--- src/rtl/aes256_key_schedule_ctrl_pkg.sv ---
// Shared widths, FSM state type and AES constants for the iterative AES-256 key schedule.
// The S-box is stored as a constant table, with entry 0 in the most significant byte.
package aes256_key_schedule_ctrl_pkg;

  localparam int AES_WORD_W            = 32;
  localparam int AES_BLOCK_W           = 128;
  localparam int AES_KEY_W             = 256;
  localparam int AES_ROUND_W           = 4;
  localparam int AES256_NUM_ROUND_KEYS = 15;

  typedef enum logic [1:0] {
    KS_IDLE   = 2'd0,
    KS_EXPAND = 2'd1,
    KS_READY  = 2'd2
  } aes_ks_state_t;

  localparam logic [2047:0] AES_SBOX_TABLE = {
    128'h637c777b_f26b6fc5_3001672b_fed7ab76,
    128'hca82c97d_fa5947f0_add4a2af_9ca472c0,
    128'hb7fd9326_363ff7cc_34a5e5f1_71d83115,
    128'h04c723c3_1896059a_071280e2_eb27b275,
    128'h09832c1a_1b6e5aa0_523bd6b3_29e32f84,
    128'h53d100ed_20fcb15b_6acbbe39_4a4c58cf,
    128'hd0efaafb_434d3385_45f9027f_503c9fa8,
    128'h51a3408f_929d38f5_bcb6da21_10fff3d2,
    128'hcd0c13ec_5f974417_c4a77e3d_645d1973,
    128'h60814fdc_222a9088_46eeb814_de5e0bdb,
    128'he0323a0a_4906245c_c2d3ac62_9195e479,
    128'he7c8376d_8dd54ea9_6c56f4ea_657aae08,
    128'hba78252e_1ca6b4c6_e8dd741f_4bbd8b8a,
    128'h703eb566_4803f60e_613557b9_86c11d9e,
    128'he1f89811_69d98e94_9b1e87e9_ce5528df,
    128'h8ca1890d_bfe64268_41992d0f_b054bb16
  };

  function automatic logic [7:0] aes_sbox_lookup(input logic [7:0] b);
    return AES_SBOX_TABLE[(255 - int'(b)) * 8 +: 8];
  endfunction

  // Round constant for the byte in bits [7:0]; index is the even round divided by two.
  function automatic logic [7:0] aes_rcon(input logic [2:0] idx);
    logic [7:0] rc;
    rc = 8'h00;
    case (idx)
      3'd1:    rc = 8'h01;
      3'd2:    rc = 8'h02;
      3'd3:    rc = 8'h04;
      3'd4:    rc = 8'h08;
      3'd5:    rc = 8'h10;
      3'd6:    rc = 8'h20;
      3'd7:    rc = 8'h40;
      default: rc = 8'h00;
    endcase
    return rc;
  endfunction

endpackage

--- src/rtl/aes256_key_schedule_ctrl_key_step.sv ---
// One AES-256 key-expansion step: four new words from the last eight, selected by round parity.
// Bytes are little-endian within each word, so RotWord is a right-rotate by 8.
module aes_sbox
  import aes256_key_schedule_ctrl_pkg::*;
(
  input  logic [7:0] i_byte,
  output logic [7:0] o_byte
);

  assign o_byte = aes_sbox_lookup(i_byte);

endmodule

module aes256_key_step
  import aes256_key_schedule_ctrl_pkg::*;
(
  input  logic [AES_KEY_W-1:0]   i_window,
  input  logic [AES_ROUND_W-1:0] i_round,
  output logic [AES_BLOCK_W-1:0] o_next_key
);

  logic [AES_WORD_W-1:0] w_last;
  logic [AES_WORD_W-1:0] w_rot;
  logic [AES_WORD_W-1:0] w_sub_in;
  logic [AES_WORD_W-1:0] w_sub;
  logic [AES_WORD_W-1:0] w_rcon_word;
  logic [AES_WORD_W-1:0] w_temp;
  logic [AES_WORD_W-1:0] w_next [4];

  assign w_last   = i_window[AES_KEY_W-1 -: AES_WORD_W];
  assign w_rot    = {w_last[7:0], w_last[AES_WORD_W-1:8]};
  // Odd rounds skip RotWord and Rcon.
  assign w_sub_in = i_round[0] ? w_last : w_rot;

  genvar gi;
  for (gi = 0; gi < 4; gi++) begin : g_sbox
    aes_sbox u_sbox (
      .i_byte (w_sub_in[8*gi +: 8]),
      .o_byte (w_sub[8*gi +: 8])
    );
  end

  assign w_rcon_word = i_round[0] ? '0 : {24'd0, aes_rcon(i_round[3:1])};
  assign w_temp      = w_sub ^ w_rcon_word;
  assign w_next[0]   = i_window[AES_WORD_W-1:0] ^ w_temp;

  for (gi = 1; gi < 4; gi++) begin : g_chain
    assign w_next[gi] = i_window[AES_WORD_W*gi +: AES_WORD_W] ^ w_next[gi-1];
  end

  assign o_next_key = {w_next[3], w_next[2], w_next[1], w_next[0]};

endmodule

--- src/rtl/aes256_key_schedule_ctrl.sv ---
// Iterative AES-256 key-schedule controller: one expansion step per clock into a 15-entry
// round-key register file, read through a registered port by the cipher round engine.
module aes256_key_schedule_ctrl
  import aes256_key_schedule_ctrl_pkg::*;
#(
  parameter int NUM_ROUND_KEYS = AES256_NUM_ROUND_KEYS
) (
  input  logic                   Clk,
  input  logic                   Rst,
  input  logic                   Key_valid,
  output logic                   Key_ready,
  input  logic [AES_KEY_W-1:0]   Input_key,
  output logic                   Busy,
  output logic                   Keys_valid,
  output logic                   Done,
  input  logic [AES_ROUND_W-1:0] Rk_addr,
  output logic [AES_BLOCK_W-1:0] Rk_data
);

  localparam logic [AES_ROUND_W-1:0] FIRST_ROUND = AES_ROUND_W'(2);
  localparam logic [AES_ROUND_W-1:0] LAST_ROUND  = AES_ROUND_W'(NUM_ROUND_KEYS - 1);

  aes_ks_state_t          r_state;
  logic [AES_ROUND_W-1:0] r_round;
  logic                   r_key_ready;
  logic                   r_busy;
  logic                   r_keys_valid;
  logic                   r_done;
  logic [AES_KEY_W-1:0]   r_window;
  logic [AES_BLOCK_W-1:0] r_rk [NUM_ROUND_KEYS];
  logic [AES_BLOCK_W-1:0] r_rk_data;

  logic                      w_accept;
  logic                      w_expand;
  logic [AES_BLOCK_W-1:0]    w_next_key;
  logic [NUM_ROUND_KEYS-1:0] w_wr_en;
  logic [AES_BLOCK_W-1:0]    w_wr_data [NUM_ROUND_KEYS];

  // Reset must block both key acceptance and expansion writes into the unreset storage.
  assign w_accept = Key_valid && r_key_ready && !Rst;
  assign w_expand = (r_state == KS_EXPAND) && !Rst;

  aes256_key_step u_step (
    .i_window   (r_window),
    .i_round    (r_round),
    .o_next_key (w_next_key)
  );

  always_ff @(posedge Clk) begin
    if (Rst) begin
      r_state      <= KS_IDLE;
      r_round      <= '0;
      r_key_ready  <= 1'b1;
      r_busy       <= 1'b0;
      r_keys_valid <= 1'b0;
      r_done       <= 1'b0;
    end else begin
      r_done <= 1'b0;
      case (r_state)
        KS_IDLE, KS_READY: begin
          if (Key_valid) begin
            r_state      <= KS_EXPAND;
            r_round      <= FIRST_ROUND;
            r_key_ready  <= 1'b0;
            r_busy       <= 1'b1;
            r_keys_valid <= 1'b0;
          end
        end
        KS_EXPAND: begin
          if (r_round == LAST_ROUND) begin
            r_state      <= KS_READY;
            r_key_ready  <= 1'b1;
            r_busy       <= 1'b0;
            r_keys_valid <= 1'b1;
            r_done       <= 1'b1;
          end else begin
            r_round <= r_round + AES_ROUND_W'(1);
          end
        end
        default: begin
          r_state     <= KS_IDLE;
          r_key_ready <= 1'b1;
          r_busy      <= 1'b0;
        end
      endcase
    end
  end

  always_ff @(posedge Clk) begin
    if (w_accept) begin
      r_window <= Input_key;
    end else if (w_expand) begin
      r_window <= {w_next_key, r_window[AES_KEY_W-1:AES_BLOCK_W]};
    end
  end

  // Entries 0 and 1 come straight from the key; the rest from the step at their round.
  genvar gi;
  for (gi = 0; gi < NUM_ROUND_KEYS; gi++) begin : g_rk_wr
    if (gi == 0) begin : g_low
      assign w_wr_en[gi]   = w_accept;
      assign w_wr_data[gi] = Input_key[AES_BLOCK_W-1:0];
    end else if (gi == 1) begin : g_high
      assign w_wr_en[gi]   = w_accept;
      assign w_wr_data[gi] = Input_key[AES_KEY_W-1:AES_BLOCK_W];
    end else begin : g_step
      assign w_wr_en[gi]   = w_expand && (r_round == AES_ROUND_W'(gi));
      assign w_wr_data[gi] = w_next_key;
    end
  end

  always_ff @(posedge Clk) begin
    for (int i = 0; i < NUM_ROUND_KEYS; i++) begin
      if (w_wr_en[i]) begin
        r_rk[i] <= w_wr_data[i];
      end
    end
  end

  always_ff @(posedge Clk) begin
    if (Rst) begin
      r_rk_data <= '0;
    end else if (Rk_addr <= LAST_ROUND) begin
      r_rk_data <= r_rk[Rk_addr];
    end else begin
      r_rk_data <= '0;
    end
  end

  assign Key_ready  = r_key_ready;
  assign Busy       = r_busy;
  assign Keys_valid = r_keys_valid;
  assign Done       = r_done;
  assign Rk_data    = r_rk_data;

endmodule

--- config.mk ---
export PLATFORM = sky130hd
export DESIGN_NAME = aes256_key_schedule_ctrl
export DESIGN_NICKNAME = d
export VERILOG_FILES = /design/src/rtl/aes256_key_schedule_ctrl_pkg.sv /design/src/rtl/aes256_key_schedule_ctrl_key_step.sv /design/src/rtl/aes256_key_schedule_ctrl.sv
export SDC_FILE = /design/constraint.sdc
export NUM_CORES = 2
export LEC_CHECK = 0
export BUFFER_PORTS_ARGS = -buffer_cell sky130_fd_sc_hd__buf_2
export CORE_ASPECT_RATIO = 1.5
export CORE_UTILIZATION = 44
export DETAILED_ROUTE_END_ITERATION = 8
export GPL_TIMING_DRIVEN = 0
export HOLD_SLACK_MARGIN = 0.02
export SYNTH_ARGS = -nofsm -noshare
export SYNTH_HDL_FRONTEND = slang
export SYNTH_HIERARCHICAL = 1
export SYNTH_SLANG_ARGS = --single-unit
--- constraint.sdc ---
create_clock -name Clk -period 37.3 [get_ports Clk]
set_input_delay 7.46 -clock Clk [delete_from_list [all_inputs] [get_ports Clk]]
set_output_delay 7.46 -clock Clk [all_outputs]
set_load 0.1 [all_outputs]
Yosys cells after proc, flatten, opt, wreduce, memory -nomap -nowiden:

Memories as Yosys holds them, arrays and structs flattened. A register that Yosys moved wholly into a read port is not among the register bits.
Cells that the tools add are included.

* add/subtract/negate cells: 5
* $mul: 0
* div/mod/pow operators: 0
* magnitude comparators: 1
* equal/unequal tests: 25
* shift-type cells: 4
* multiplexer cells: 83
* bitwise gates (word level): 7
* reduce and logical (&&, ||, !) cells: 38

Operator list (number)
* $shiftx A2048 B32 Y8 const A: 4
* $mux W128: 12
* $reduce_or A128 Y1: 12
* $mux W256: 2
* $xor A32 B32 Y32: 5
* $mux W4: 14
* $pmux W7 S7: 1
* $mux W1: 45
* $sub A8 B8 Y9 const A: 4
* $mux W32: 1
* $eq A4 B4 Y1 const B: 7
* $eq A4 B3 Y1 const B: 4
* $logic_and A1 B1 Y1: 16
* $eq A3 B3 Y1 const B: 4
* $eq A4 B2 Y1 const B: 2
* $pmux W4 S2: 1
* $mux W7: 1
* $eq A3 B2 Y1 const B: 2
* $pmux W1 S2: 3
* $reduce_and A3 Y1: 2
* $reduce_or A2 Y1: 3
* $add A4 B1 Y4 const B: 1
* $le A4 B4 Y1 const B: 1
* $mux W2: 2
* 11 further kinds: 14

* register bits: 266
* bits in latches: 0
* RAM bits: 1920
* ROM bits: 0
* input bits: 263
* output and inout bits: 132
* word-level logic and storage cells: 171
* memories: 1

Memories
* r_rk: words 15, width 128, rd ports 1, clocked after Yosys merged registers in 1, write ports 3, RTL line aes256_key_schedule_ctrl.sv:30 `logic [AES_BLOCK_W-1:0] r_rk [NUM_ROUND_KEYS];`

Longest topological paths before layout:

* word-level depth: 20
* mapped depth: 19
* depth with buffers taken out: 14

Cells and area by module:

The synthesis kept the hierarchy.

Modules (own cells, without submodules)
* aes256_key_schedule_ctrl: instances 1, cells each 4556, area an instance 86085.1 µm², seq. area each 68105.3 µm²
* aes_sbox: instances 4, cells each 550, area an instance 3533.4 µm², seq. area each 0.0 µm²
* aes256_key_step: instances 1, cells each 185, area an instance 2249.7 µm², seq. area each 0.0 µm²

Worst setup path after synthesis:

No wires, ideal clock.

* path kind: input port to flip-flop
* start point: in Rst
* end point: mem r_rk[2][0], enable pin
* library setup time: 973 ps
* arrival: 20906 ps
* data required time: 36327 ps
* slack: 15421 ps
* cell stages on the path: 3
* path buffers: 1
* cell sequence: buf_2 nand2b_1 nor4b_1

RTL lines
* start, declared: RTL line aes256_key_schedule_ctrl.sv:9 `input logic Rst,`
* end, declared: RTL line aes256_key_schedule_ctrl.sv:30

Worst setup path in the final report:

* start point: in Rst
* end point: reg r_window[194], enable pin

* cells in the longest elaborated chain, start to end: 3
* elaborated cells between the ends (all ways): 4
* classes of those cells: 4 x reduce/logical

RTL lines
* $logic_not A1 Y1 (*): RTL line aes256_key_schedule_ctrl.sv:40, aes256_key_schedule_ctrl.sv:41
* $logic_and A1 B1 Y1 (on tied branches): RTL line aes256_key_schedule_ctrl.sv:40, aes256_key_schedule_ctrl.sv:41
* $reduce_bool A2 Y1 (no source line) (*)
* end signal, assigned: RTL line aes256_key_schedule_ctrl.sv:91 `r_window <= Input_key;`
* end signal, assigned: RTL line aes256_key_schedule_ctrl.sv:93 `r_window <= {w_next_key, r_window[AES_KEY_W-1:AES_BLOCK_W]};`
* end, declared: RTL line aes256_key_schedule_ctrl.sv:29 `logic [AES_KEY_W-1:0] r_window;`

Every way passes the cells marked *; elsewhere a longest branch is shown, timed or not.
A chain may end at the register's enable or synchronous reset.

==> results.yml <==
flow_run:
  timing.max_cap.violations: 1
route:
  drt-pass1-iter-count: 6
  wl_um: 427800
  ant_nets: 0
  vias: 70006
  drc: 0
  vias_per_cell: 6.401
  wl_per_cell_um: 39.12
  drt_iter0_drc: 8289
global_route:
  antenna_found_initial: 91
  use_met1: 0.4418
  grt_util_met2: 0.5879
  grt_pass1_wl_um: 579600
  overflow: 0
  track_usage: 0.3590
  grt_use_met3: 0.07666
  grt_pass1_vias: 69067
  grt-busiest-layer: "met2"
  grt_max_degree: 58
power_and_ir_drop:
  total_power_mw: 12.26
  ir_drop_mv: 0.06723
  clockPowerShare: 0.181
  combPwrFrac: 0.468
  switchingPower_mw: 5.461
  switching_share: 0.4455
  p_int_mw: 6.798
  powerDensity_nw_per_um2: 104.2
  power_frac_seq: 0.351
  p_leak_nw: 40.93
yosys:
  synth_edf_count: 2176
  yosysSeqAreaShare: 0.6646
  synth-async-reset-ratio: 0
  synth_area_leaders: "edfxtp_1 (64%), mux4_2 (5.9%), nand2_1 (3.4%), dfxtp_1 (2.7%), mux2i_1 (2.5%)"
  synthCells: 6941
  synth.distinct_cells: 93
  synth_top_area_cell: "edfxtp_1"
  synth_fp_nets: 7268
  syn_area_um2: 102500
  synth_top_area_share: 0.6377
  synth.avg_cell_area_um2: 14.76
  ys_ff_latch: 2314
  synth-main-ff-cell: "edfxtp_1"
  ys_warn_count: 6
layout:
  layoutNonFillerInstCount: 10936
  n_fill_cell: 19636
  seq_area_um2: 68110
  syn_to_final_growth_pct: 14.84
  final_nets: 7997
  layout-drive-gt1-share: 0.2204
  multi_input_comb_area_um2: 31530
sta:
  finalHoldViolCount: 0
  rsz0062_at_grt: "false"
  fmax_mhz: 90.09
  post-route-period-util: 0.2976
  setup_violations: 0
  tightest_slew_ps: 1566
  slew_violations: 3
  slew_headroom: -0.05128
  finClkSkew_ps: 117.4
  period_needed_ps: 11100
floorplan:
  die_area_um2: 234900
  num_rows: 216
  die_w_um: 396.0
  die_h_um: 593.0
  start_util: 0.4434
  pin_count: 395
  core_area_um2: 231100
cts:
  cts_tree: "yes"
  cts_buffer_depth: 4
  cts.clk_slew.worst_paths_ps: 70
  cts_setup_buffers: 0
  cts_made_buffers: 217
  cts_root_buf: "clkbuf_16"
  h-tree-depth: 4
  clk_latency_ps: 920
  clock_sinks: 2314
  cts_resized: 0
  ctsHoldBuffers: 0
setup_path:
  reg2regPathDepth: 16
  slowest_delay_ps: 890
  crit_required_ps: 37870
  r2r_end: "r_rk[11][116]$_DFFE_PP_"
  path_max_fanout: 50
  worst-setup-path-type: "in2reg"
  reg2reg_from: "r_round[0]$_SDFFE_PP0P_"
  path_common_cell: "buf_16"
  r2r_slack_ps: 28170
  cp_top_family: "buffers and inverters"
  crit_buf_inv: 6
  cp-startpoint: "Rst"
  critPathSlowestCell: "clkbuf_1"
  end_kind: "flip-flop"
  crit_chain: "buf_2 -> nand3b_1 -> clkbuf_1 -> clkbuf_1 -> nand2_4 -> buf_16 -> buf_16 -> buf_16"
  arrival_ps: 11670
  startpoint_type: "input port"
outcome:
  status: "complete, but fails checks"
  failed_checks: "max-capacitance violations, max-slew violations"
hold_path:
  worst_hold_path_type: "reg2reg"
  min_from: "Busy$_SDFFE_PP0P_"
  holdPathEnd: "Busy$_SDFFE_PP0P_"
  whs_path_depth: 2
place:
  gp_congestion: 1.072
  port_buffers: 393
  placedCellCount: 10502
  dp_hpwl_um: 311200
[worst register-to-register path: stages (launching register included)]
cell and delay [ps]:
dfxtp_1 520, buf_6 230, buf_2 270, mux2_2 650, buf_2 450, inv_1 460
ha_1 470, clkbuf_1 720, inv_1 150, a22oi_1 200, a21oi_1 110, a221oi_1 350
o211ai_1 160, a32o_1 400, xor3_1 1290, xor2_1 1150, xor2_1 1140
[power by group through the flow]
stage	clock network [mW]	logic [mW]	registers [mW]
after floorplan	0	2.75	4.38
after global routing	2.34	5.83	4.31
after global placement	0	5.38	4.39
after detailed placement	0	5.49	4.35
after CTS	2.25	5.51	4.30
final	2.22	5.74	4.30
[through the flow]
step	instance area, µm²	setup TNS [ps]	setup slack [ps]	hold WS (ps)	util
after floorplan	102500	0	15420	475.2	-
after global placement	108300	-263360	-2126	473.9	0.4685
after detailed placement	110400	0	25430	481.3	0.4779
after CTS	117500	0	26310	497.9	0.5085
after global routing	117600	0	26190	510.9	0.5089
final	117700	0	26200	494.3	0.5093
[Yosys cell counts (all sizes together) (51+ instances only)]
cell	n
a31oi	68
o22ai	52
o221ai	136
nand2	933
nor2b	75
o211ai	53
nor2	190
ha	64
clkbuf	219
a211oi	53
a21oi	211
xor2	88
buf	318
mux2i	260
a311oi	52
a22oi	281
mux2	176
nand3	75
nand2b	97
edfxtp	2176
dfxtp	138
inv	51
o21ai	346
mux4	268
[placed cells by master, fill, tap and decap left out, types with 57 or more instances in the layout]
master     netlist  routed
a21oi_1        211     211
a22oi_1        281     281
a31oi_1         68      68
buf_2          169     563
buf_4           62     112
buf_6           48      57
clkbuf_1       215     249
clkbuf_16        0     222
dfxtp_1        138     138
edfxtp_1      2176    2176
ha_1            64      64
mux2_2         172     172
mux2i_1        260     260
mux4_2         268     268
nand2_1        917     916
nand2b_1        89      89
nand3_1         75      75
nor2_1         186     186
nor2b_1         67      67
o21ai_0        190     190
o21ai_1        156     156
o221ai_1       136     136
xor2_1          88      65
[layout make-up]
type	instances	share of cell area
inverter	52	0.001659
buffer	537	0.02521
multi-input combinational	4038	0.2679
sequential	2314	0.5787
clock buffer	288	0.05101
timing repair buffer	510	0.03316
tap	3052	0.03245
clock inverter	107	0.009027
antenna	38	0.0008081
[worst max path at each step]
| stage | endpoint | slack, ps | cells past startpoint |
|---|---|---|---|
| after CTS | r_window[194]$_DFFE_PP_ | 26310 | 8 |
| after global routing | r_window[72]$_DFFE_PP_ | 26190 | 8 |
| after global placement | r_rk[2][66]$_DFFE_PP_ | -2130 | 4 |
| after floorplan | r_rk[2][0]$_DFFE_PP_ | 15420 | 3 |
| final | r_window[194]$_DFFE_PP_ | 26200 | 8 |
| after detailed placement | r_window[193]$_DFFE_PP_ | 25430 | 8 |
[flip-flops by register name (all words and copies together), names as in the netlist]
register,count
Done,1
r_state,2
Keys_valid,1
Rk_data,128
r_rk,1920
r_window,256
Key_ready,1
Busy,1
r_round,4
[layer usage]
layer,part of all wire,vias up
met5,0.0011,-
met4,0.069,80
met3,0.088,1153
met2,0.47,4070
met1,0.37,36036
li1,-,28667
[cells by family after synthesis]
family,after synthesis,share of synthesized area
adders and majority gates,64,0.007815
AOI/OAI and AO/OA,1535,0.1039
xor gates and xnor gates,151,0.01802
and+or+nand+nor,1584,0.07109
DFF,2314,0.6646
muxes,704,0.1038
buffers and inverters,589,0.03069
No activity file was read; power rests on OpenSTA's default activity.
